`src/rtl/gmii_tx_mac_if.sv`:
```
// Byte-stream handshake between a frame source and the GMII transmit framer.
// The source drives data/valid/last and the framer answers with ready.
interface gmii_tx_mac_if;
  logic [7:0] s_tdata;
  logic       s_tvalid;
  logic       s_tlast;
  logic       s_tready;

  modport master (
    output s_tdata,
    output s_tvalid,
    output s_tlast,
    input  s_tready
  );

  modport slave (
    input  s_tdata,
    input  s_tvalid,
    input  s_tlast,
    output s_tready
  );
endinterface

```
`src/rtl/gmii_tx_mac.sv`:
```
// Transmit MAC framer: wraps a payload byte stream with preamble, SFD,
// zero padding and the Ethernet FCS, then holds off for the inter-frame gap.
// Every GMII output is registered; the byte registered in a cycle belongs to
// the state the FSM is in during that cycle, so the transition out of IDLE
// already launches the first preamble byte.
module gmii_tx_mac #(
  parameter int PREAMBLE_LEN = 7,
  parameter int MIN_FRAME    = 60,
  parameter int IFG_BYTES    = 12
) (
  input  logic           gmii_tx_clk,
  input  logic           sys_rst_n,
  gmii_tx_mac_if.slave   s_axis,
  output logic [7:0]     gmii_txd,
  output logic           gmii_tx_en,
  output logic           gmii_tx_er,
  output logic           tx_busy,
  output logic           frame_done,
  output logic           underrun
);

  localparam logic [2:0] ST_IDLE = 3'd0;
  localparam logic [2:0] ST_PRE  = 3'd1;
  localparam logic [2:0] ST_SFD  = 3'd2;
  localparam logic [2:0] ST_DATA = 3'd3;
  localparam logic [2:0] ST_PAD  = 3'd4;
  localparam logic [2:0] ST_FCS  = 3'd5;
  localparam logic [2:0] ST_IFG  = 3'd6;
  localparam logic [2:0] ST_DROP = 3'd7;

  // The IDLE exit already emits one preamble byte, so PRE covers the rest.
  localparam logic [10:0] PRE_LAST = 11'(PREAMBLE_LEN - 2);
  localparam logic [10:0] IFG_LAST = 11'(IFG_BYTES - 1);
  localparam logic [11:0] MIN_LEN  = 12'(MIN_FRAME);

  logic [2:0]  state;
  logic [10:0] cnt;
  logic [31:0] crc;
  logic [11:0] cnt_inc;
  logic [10:0] cnt_sat;
  logic [31:0] fcs;
  logic [7:0]  fcs_byte;

  // Reflected CRC-32 (poly 0x04C11DB7 as 0xEDB88320), one byte per call.
  function automatic logic [31:0] crc32_byte(input logic [31:0] c, input logic [7:0] d);
    logic [31:0] r;
    r = c;
    for (int i = 0; i < 8; i++) begin
      r = (r[0] ^ d[i]) ? ((r >> 1) ^ 32'hEDB88320) : (r >> 1);
    end
    return r;
  endfunction

  // The pad compare uses an unsaturated 12-bit view so long frames never pad.
  assign cnt_inc = {1'b0, cnt} + 12'd1;
  assign cnt_sat = (cnt == 11'h7FF) ? cnt : cnt + 11'd1;
  assign fcs     = ~crc;

  // DROP also accepts bytes so an aborted frame can be drained upstream.
  assign s_axis.s_tready = (state == ST_DATA) || (state == ST_DROP);
  assign tx_busy         = (state != ST_IDLE);

  // Select the FCS byte to send, least significant byte first.
  always_comb begin
    fcs_byte = fcs[7:0];
    case (cnt[1:0])
      2'd1:    fcs_byte = fcs[15:8];
      2'd2:    fcs_byte = fcs[23:16];
      2'd3:    fcs_byte = fcs[31:24];
      default: fcs_byte = fcs[7:0];
    endcase
  end

  // Framing FSM with registered GMII outputs, CRC and the shared byte counter.
  always_ff @(posedge gmii_tx_clk or negedge sys_rst_n) begin
    if (!sys_rst_n) begin
      state      <= ST_IDLE;
      cnt        <= 11'd0;
      crc        <= 32'hFFFFFFFF;
      gmii_txd   <= 8'h00;
      gmii_tx_en <= 1'b0;
      gmii_tx_er <= 1'b0;
      frame_done <= 1'b0;
      underrun   <= 1'b0;
    end else begin
      gmii_txd   <= 8'h00;
      gmii_tx_en <= 1'b0;
      gmii_tx_er <= 1'b0;
      frame_done <= 1'b0;
      underrun   <= 1'b0;
      case (state)
        ST_IDLE: begin
          if (s_axis.s_tvalid) begin
            gmii_tx_en <= 1'b1;
            gmii_txd   <= 8'h55;
            cnt        <= 11'd0;
            state      <= (PREAMBLE_LEN > 1) ? ST_PRE : ST_SFD;
          end
        end
        ST_PRE: begin
          gmii_tx_en <= 1'b1;
          gmii_txd   <= 8'h55;
          if (cnt == PRE_LAST) state <= ST_SFD;
          else                 cnt   <= cnt + 11'd1;
        end
        ST_SFD: begin
          gmii_tx_en <= 1'b1;
          gmii_txd   <= 8'hD5;
          crc        <= 32'hFFFFFFFF;
          cnt        <= 11'd0;
          state      <= ST_DATA;
        end
        ST_DATA: begin
          gmii_tx_en <= 1'b1;
          if (s_axis.s_tvalid) begin
            gmii_txd <= s_axis.s_tdata;
            crc      <= crc32_byte(crc, s_axis.s_tdata);
            cnt      <= cnt_sat;
            if (s_axis.s_tlast) begin
              if (cnt_inc < MIN_LEN) begin
                state <= ST_PAD;
              end else begin
                state <= ST_FCS;
                cnt   <= 11'd0;
              end
            end
          end else begin
            gmii_tx_er <= 1'b1;
            underrun   <= 1'b1;
            cnt        <= 11'd0;
            state      <= s_axis.s_tlast ? ST_IFG : ST_DROP;
          end
        end
        ST_PAD: begin
          gmii_tx_en <= 1'b1;
          crc        <= crc32_byte(crc, 8'h00);
          cnt        <= cnt_sat;
          if (cnt_inc >= MIN_LEN) begin
            state <= ST_FCS;
            cnt   <= 11'd0;
          end
        end
        ST_FCS: begin
          gmii_tx_en <= 1'b1;
          gmii_txd   <= fcs_byte;
          if (cnt[1:0] == 2'd3) begin
            frame_done <= 1'b1;
            cnt        <= 11'd0;
            state      <= ST_IFG;
          end else begin
            cnt <= cnt + 11'd1;
          end
        end
        ST_IFG: begin
          if (cnt == IFG_LAST) begin
            cnt   <= 11'd0;
            state <= ST_IDLE;
          end else begin
            cnt <= cnt + 11'd1;
          end
        end
        ST_DROP: begin
          if (s_axis.s_tvalid && s_axis.s_tlast) begin
            cnt   <= 11'd0;
            state <= ST_IFG;
          end
        end
        default: state <= ST_IDLE;
      endcase
    end
  end

endmodule

```
`src/flat_wrapper.sv`:
```
// flat-port wrapper written by rule: the top's interface ports become plain ports
module gmii_tx_mac_flat 
#(
  parameter int PREAMBLE_LEN = 7,
  parameter int MIN_FRAME    = 60,
  parameter int IFG_BYTES    = 12
)
  (gmii_tx_clk, sys_rst_n, gmii_txd, gmii_tx_en, gmii_tx_er, tx_busy, frame_done, underrun, s_axis_s_tdata, s_axis_s_tvalid, s_axis_s_tlast, s_axis_s_tready);
  gmii_tx_mac_if s_axis_i ();
  input  logic gmii_tx_clk;
  input  logic sys_rst_n;
  output logic [7:0] gmii_txd;
  output logic gmii_tx_en;
  output logic gmii_tx_er;
  output logic tx_busy;
  output logic frame_done;
  output logic underrun;
  input wire logic [$bits(s_axis_i.s_tdata)-1:0] s_axis_s_tdata;
  input wire logic [$bits(s_axis_i.s_tvalid)-1:0] s_axis_s_tvalid;
  input wire logic [$bits(s_axis_i.s_tlast)-1:0] s_axis_s_tlast;
  output wire logic [$bits(s_axis_i.s_tready)-1:0] s_axis_s_tready;
  assign s_axis_i.s_tdata = s_axis_s_tdata;
  assign s_axis_i.s_tvalid = s_axis_s_tvalid;
  assign s_axis_i.s_tlast = s_axis_s_tlast;
  assign s_axis_s_tready = s_axis_i.s_tready;
  gmii_tx_mac #(.PREAMBLE_LEN(PREAMBLE_LEN), .MIN_FRAME(MIN_FRAME), .IFG_BYTES(IFG_BYTES)) u_core (.gmii_tx_clk(gmii_tx_clk), .sys_rst_n(sys_rst_n), .s_axis(s_axis_i), .gmii_txd(gmii_txd), .gmii_tx_en(gmii_tx_en), .gmii_tx_er(gmii_tx_er), .tx_busy(tx_busy), .frame_done(frame_done), .underrun(underrun));
endmodule
```
`config.mk`:
```
export PLATFORM = sky130hd
export DESIGN_NAME = gmii_tx_mac_flat
export DESIGN_NICKNAME = d
export VERILOG_FILES = /design/src/rtl/gmii_tx_mac_if.sv /design/src/rtl/gmii_tx_mac.sv /design/src/flat_wrapper.sv
export SDC_FILE = /design/constraint.sdc
export NUM_CORES = 1
export LEC_CHECK = 0
export CAP_MARGIN = 20
export CORE_ASPECT_RATIO = 0.8
export CORE_MARGIN = 3
export CORE_UTILIZATION = 60
export DETAILED_ROUTE_END_ITERATION = 10
export PLACE_DENSITY_LB_ADDON = 0.05
export SLEW_MARGIN = 0
export SYNTH_ARGS = -nofsm -noshare
export SYNTH_HDL_FRONTEND = slang
export SYNTH_SLANG_ARGS = --single-unit
```
`constraint.sdc`:
```
create_clock -name gmii_tx_clk -period 2.7 [get_ports gmii_tx_clk]
set_input_delay 0.54 -clock gmii_tx_clk [delete_from_list [all_inputs] [get_ports gmii_tx_clk]]
set_output_delay 0.54 -clock gmii_tx_clk [all_outputs]
set_load 0.02 [all_outputs]
```
==> results.md <==
* Synth cell count leaders: xnor2_1, nor2_1, a21oi_1, nand2_1, o21ai_0
* DRC at 0
* Tcrit/Tclk final at 0.943
* Worst path top cell family by delay: simple AND/OR/NAND/NOR gates
* Top_reg_cell synth: dfstp_2
* Largest net degree at the start of global routing at 34
* Worst path bufs/invs at 1
* Worst Hold Class: primary input to asynchronous set/reset pin
* Core Region at between 7000 and 8000 sq um
* IO Pins at 26
* Post-CTS Hold Buffers at 0
* Total Routing Usage GR at 0.329
* Post-cts resize count at 0
* Highest net fanout along the worst path at 7
* Cts bufs inserted at 9
* Vias in the first global route at 4109
* Worst-case reg-to-reg path depth at 8
* Maxcap violations at 0
* WP data required at about 2.9 ns
* Seq/Total Area, Yosys at 0.316
* Critical path's most frequent cell: o21ai_0
* Endpoint class of the critical path: flop
* Postcts setup bufs at 0
* Clock Latency Late Sink at between 0.3 and 0.4 ns
* Worst relative slew slack at 0.508
* Initial core utilization at 0.621
* Crit path kind: flop to flop
* Crit-path max cell delay at 0.56 ns
* CP arrival at around 2.7 ns
* Layout cell share with drive strength beyond 1 at 0.202
* DIE HEIGHT at 84.6 um
* DRT iter0 DRCs at 439
* Detailed Routing Iterations Pass 1 at 5
* Mapped Area at 4630 sq um
* #FFs+latches synth at 57
* Ranking of synthesized cells by area: dfstp_2, xnor2_1, dfrtp_1
* Post-synth EDFFs at 0
* RR Startpoint: u_core.cnt[1]$_DFFE_PN0P_
* Clock slew at reported path FFs at 0.07 ns
* Cells after Synth at 530
* Fin crit period at 2.55 ns
* First-pass GRT wire length at 22.5 mm
* Ant. Diodes at 0
* GPL Wtd Cong at approximately 0.94
* CP Cell Sequence: nand3_1 -> nor4_1 -> buf_4 -> mux2_2 -> or4_4 -> o21ai_0 -> o21ai_0 -> o311ai_0
* Synth top area share at 0.181
* Chip width at 104 um
* Placed inst area at 5220 sq um
* Yosys cell types at 65
* Post-Route WL at 14.1 mm
* Reg-to-reg slack, setup at 0.15 ns
* Cell with the most instances after synthesis: xnor2_1
* Fin Setup TNS at 0 ns
* Std-Cell Rows at 28
* Via density per instance at 6.29
* Final #Nets at ~600
* Layout Area Growth over Synthesis at 16.5%
* Slowest stage cell, crit path: or4_4
* Post-Syn Area per Cell at approximately 8.7 sq um
* Synthesis Warnings at 0
* Final Skew at around 0.0076 ns
* Slew @ Worst Pin at 0.736 ns
* Root Buffer: clkbuf_8
* Setup crit start kind: flop
* CTS tree: done
* Vias at between 4000 and 5000
* Die Footprint at slightly below 9000 sq um
* GRT overflow at 0
* Fmax at 0.393 GHz
* Dpl hpwl at around 10 mm
* PortBufs at 25
* Fin. Hold Viols at 0
* H-tree depth at 3
* Post-synth ARST share at 1.00
* Layout fillers at 575
* Clk sinks at 57
* Antenna violations before repair at 0
* R2r endpoint: u_core.cnt[5]$_DFFE_PN0P_
* Area leader, netlist: dfstp_2
* Max-slew violation count at 0
* Syn_nets at 547
* Routed length per placed instance at 20.4 um
* Setup violators final at 0
* CTS Buffer Depth at 2
* Design area at 5400 sq um
* Antenna-violating nets left at 0
* Core Util, Final at 0.724
* RSZ-0062 raised after global routing: no
* Status: finished clean
[worst max-delay path by stage]
stage                         startpoint                         end  slack (ns)  cells past startpoint
2_1_floorplan  u_core.cnt[0]$_DFFE_PN0P_   u_core.cnt[3]$_DFFE_PN0P_        0.35                      7
3_3_place_gp           s_axis_s_tdata[2]  u_core.crc[25]$_DFFE_PN1P_        0.02                      9
3_5_place_dp           s_axis_s_tdata[1]  u_core.crc[19]$_DFFE_PN1P_       -0.03                      8
4_1_cts        u_core.cnt[1]$_DFFE_PN0P_   u_core.cnt[5]$_DFFE_PN0P_        0.11                     10
5_1_grt        u_core.cnt[1]$_DFFE_PN0P_   u_core.cnt[0]$_DFFE_PN0P_        0.02                     10
6_report       u_core.cnt[1]$_DFFE_PN0P_   u_core.cnt[5]$_DFFE_PN0P_        0.15                      8
[registers in the layout, summed over array words and instances (netlist names), named ones only]
name,cells
u_core.cnt,11
u_core.crc,32
u_core.frame_done,1
u_core.gmii_tx_en,1
u_core.gmii_tx_er,1
u_core.gmii_txd,8
u_core.state,2
[area by class of cell]
| class | count | area (sq um) | share of cell area |
|---|---|---|---|
| multi-input cells | 426 | 2940 | 0.545 |
| flip-flops and latches | 57 | 1470 | 0.272 |
| repair buffers | 74 | 638 | 0.118 |
| clock buffers | 13 | 159 | 0.0294 |
| well taps | 105 | 131 | 0.0243 |
| inverters | 12 | 45.0 | 0.00834 |
| clock inverters | 3 | 15.0 | 0.00278 |
[worst reg2reg max path: cells and delay by family, from the launching register on]
| kind | cells | cell delay, ns |
|---|---|---|
| flops | 1 | 0.42 |
| compound gates | 3 | 0.42 |
| mux | 1 | 0.36 |
| simple gates | 3 | 1.01 |
| buf+inv | 1 | 0.17 |
[layout by cell type (no fill, tap or decap), types with 5 or more instances in the layout]
cell and instances:
a21oi_1 39, a221oi_1 8, buf_4 47, clkbuf_8 11, clkdlybuf4s50_1 24, dfrtp_1 23, dfstp_2 32, inv_1 10
nand2_1 39, nand3_1 7, nor2_1 62, nor3_1 8, o21a_1 6, o21ai_0 33, o22ai_1 15, o311ai_0 5
xnor2_1 86, xnor2_4 5, xor2_1 32
[cell families (layout without fill, tap and decap cells)]
logic type                 count (synthesis)  count (layout)  share of synthesized area
AOI/OAI and AO/OA                        149             149                      0.209
and+or+nand+nor                          142             142                      0.139
xor gates and xnor gates                 126             126                      0.263
DFF                                       57              57                      0.316
buffers and inverters                     47             102                     0.0499
adders and majority gates                  5               5                     0.0135
muxes                                      4               4                    0.00918
[per-stage QoR]
step | std cells | setup slack [ns] | hold WS (ns)
after global routing | 690 | 0.0204 | 0.233
after floorplan | 530 | 0.349 | 0.244
after global placement | 674 | 0.0248 | 0.468
final | 690 | 0.154 | 0.198
after detailed placement | 674 | -0.0331 | 0.475
after CTS | 690 | 0.110 | 0.218
[layer usage]
metal / up-vias / GRT usage / share of wire
met5: - / 0 / 0
met4: 0 / 0.127 / 0.033
met3: 54 / 0.0984 / 0.11
met2: 263 / 0.469 / 0.42
met1: 2062 / 0.469 / 0.44
li1: 1960 / - / -
Power is not shown: default switching activity piles up to over one toggle a cycle in this logic, so the estimate is an artifact.
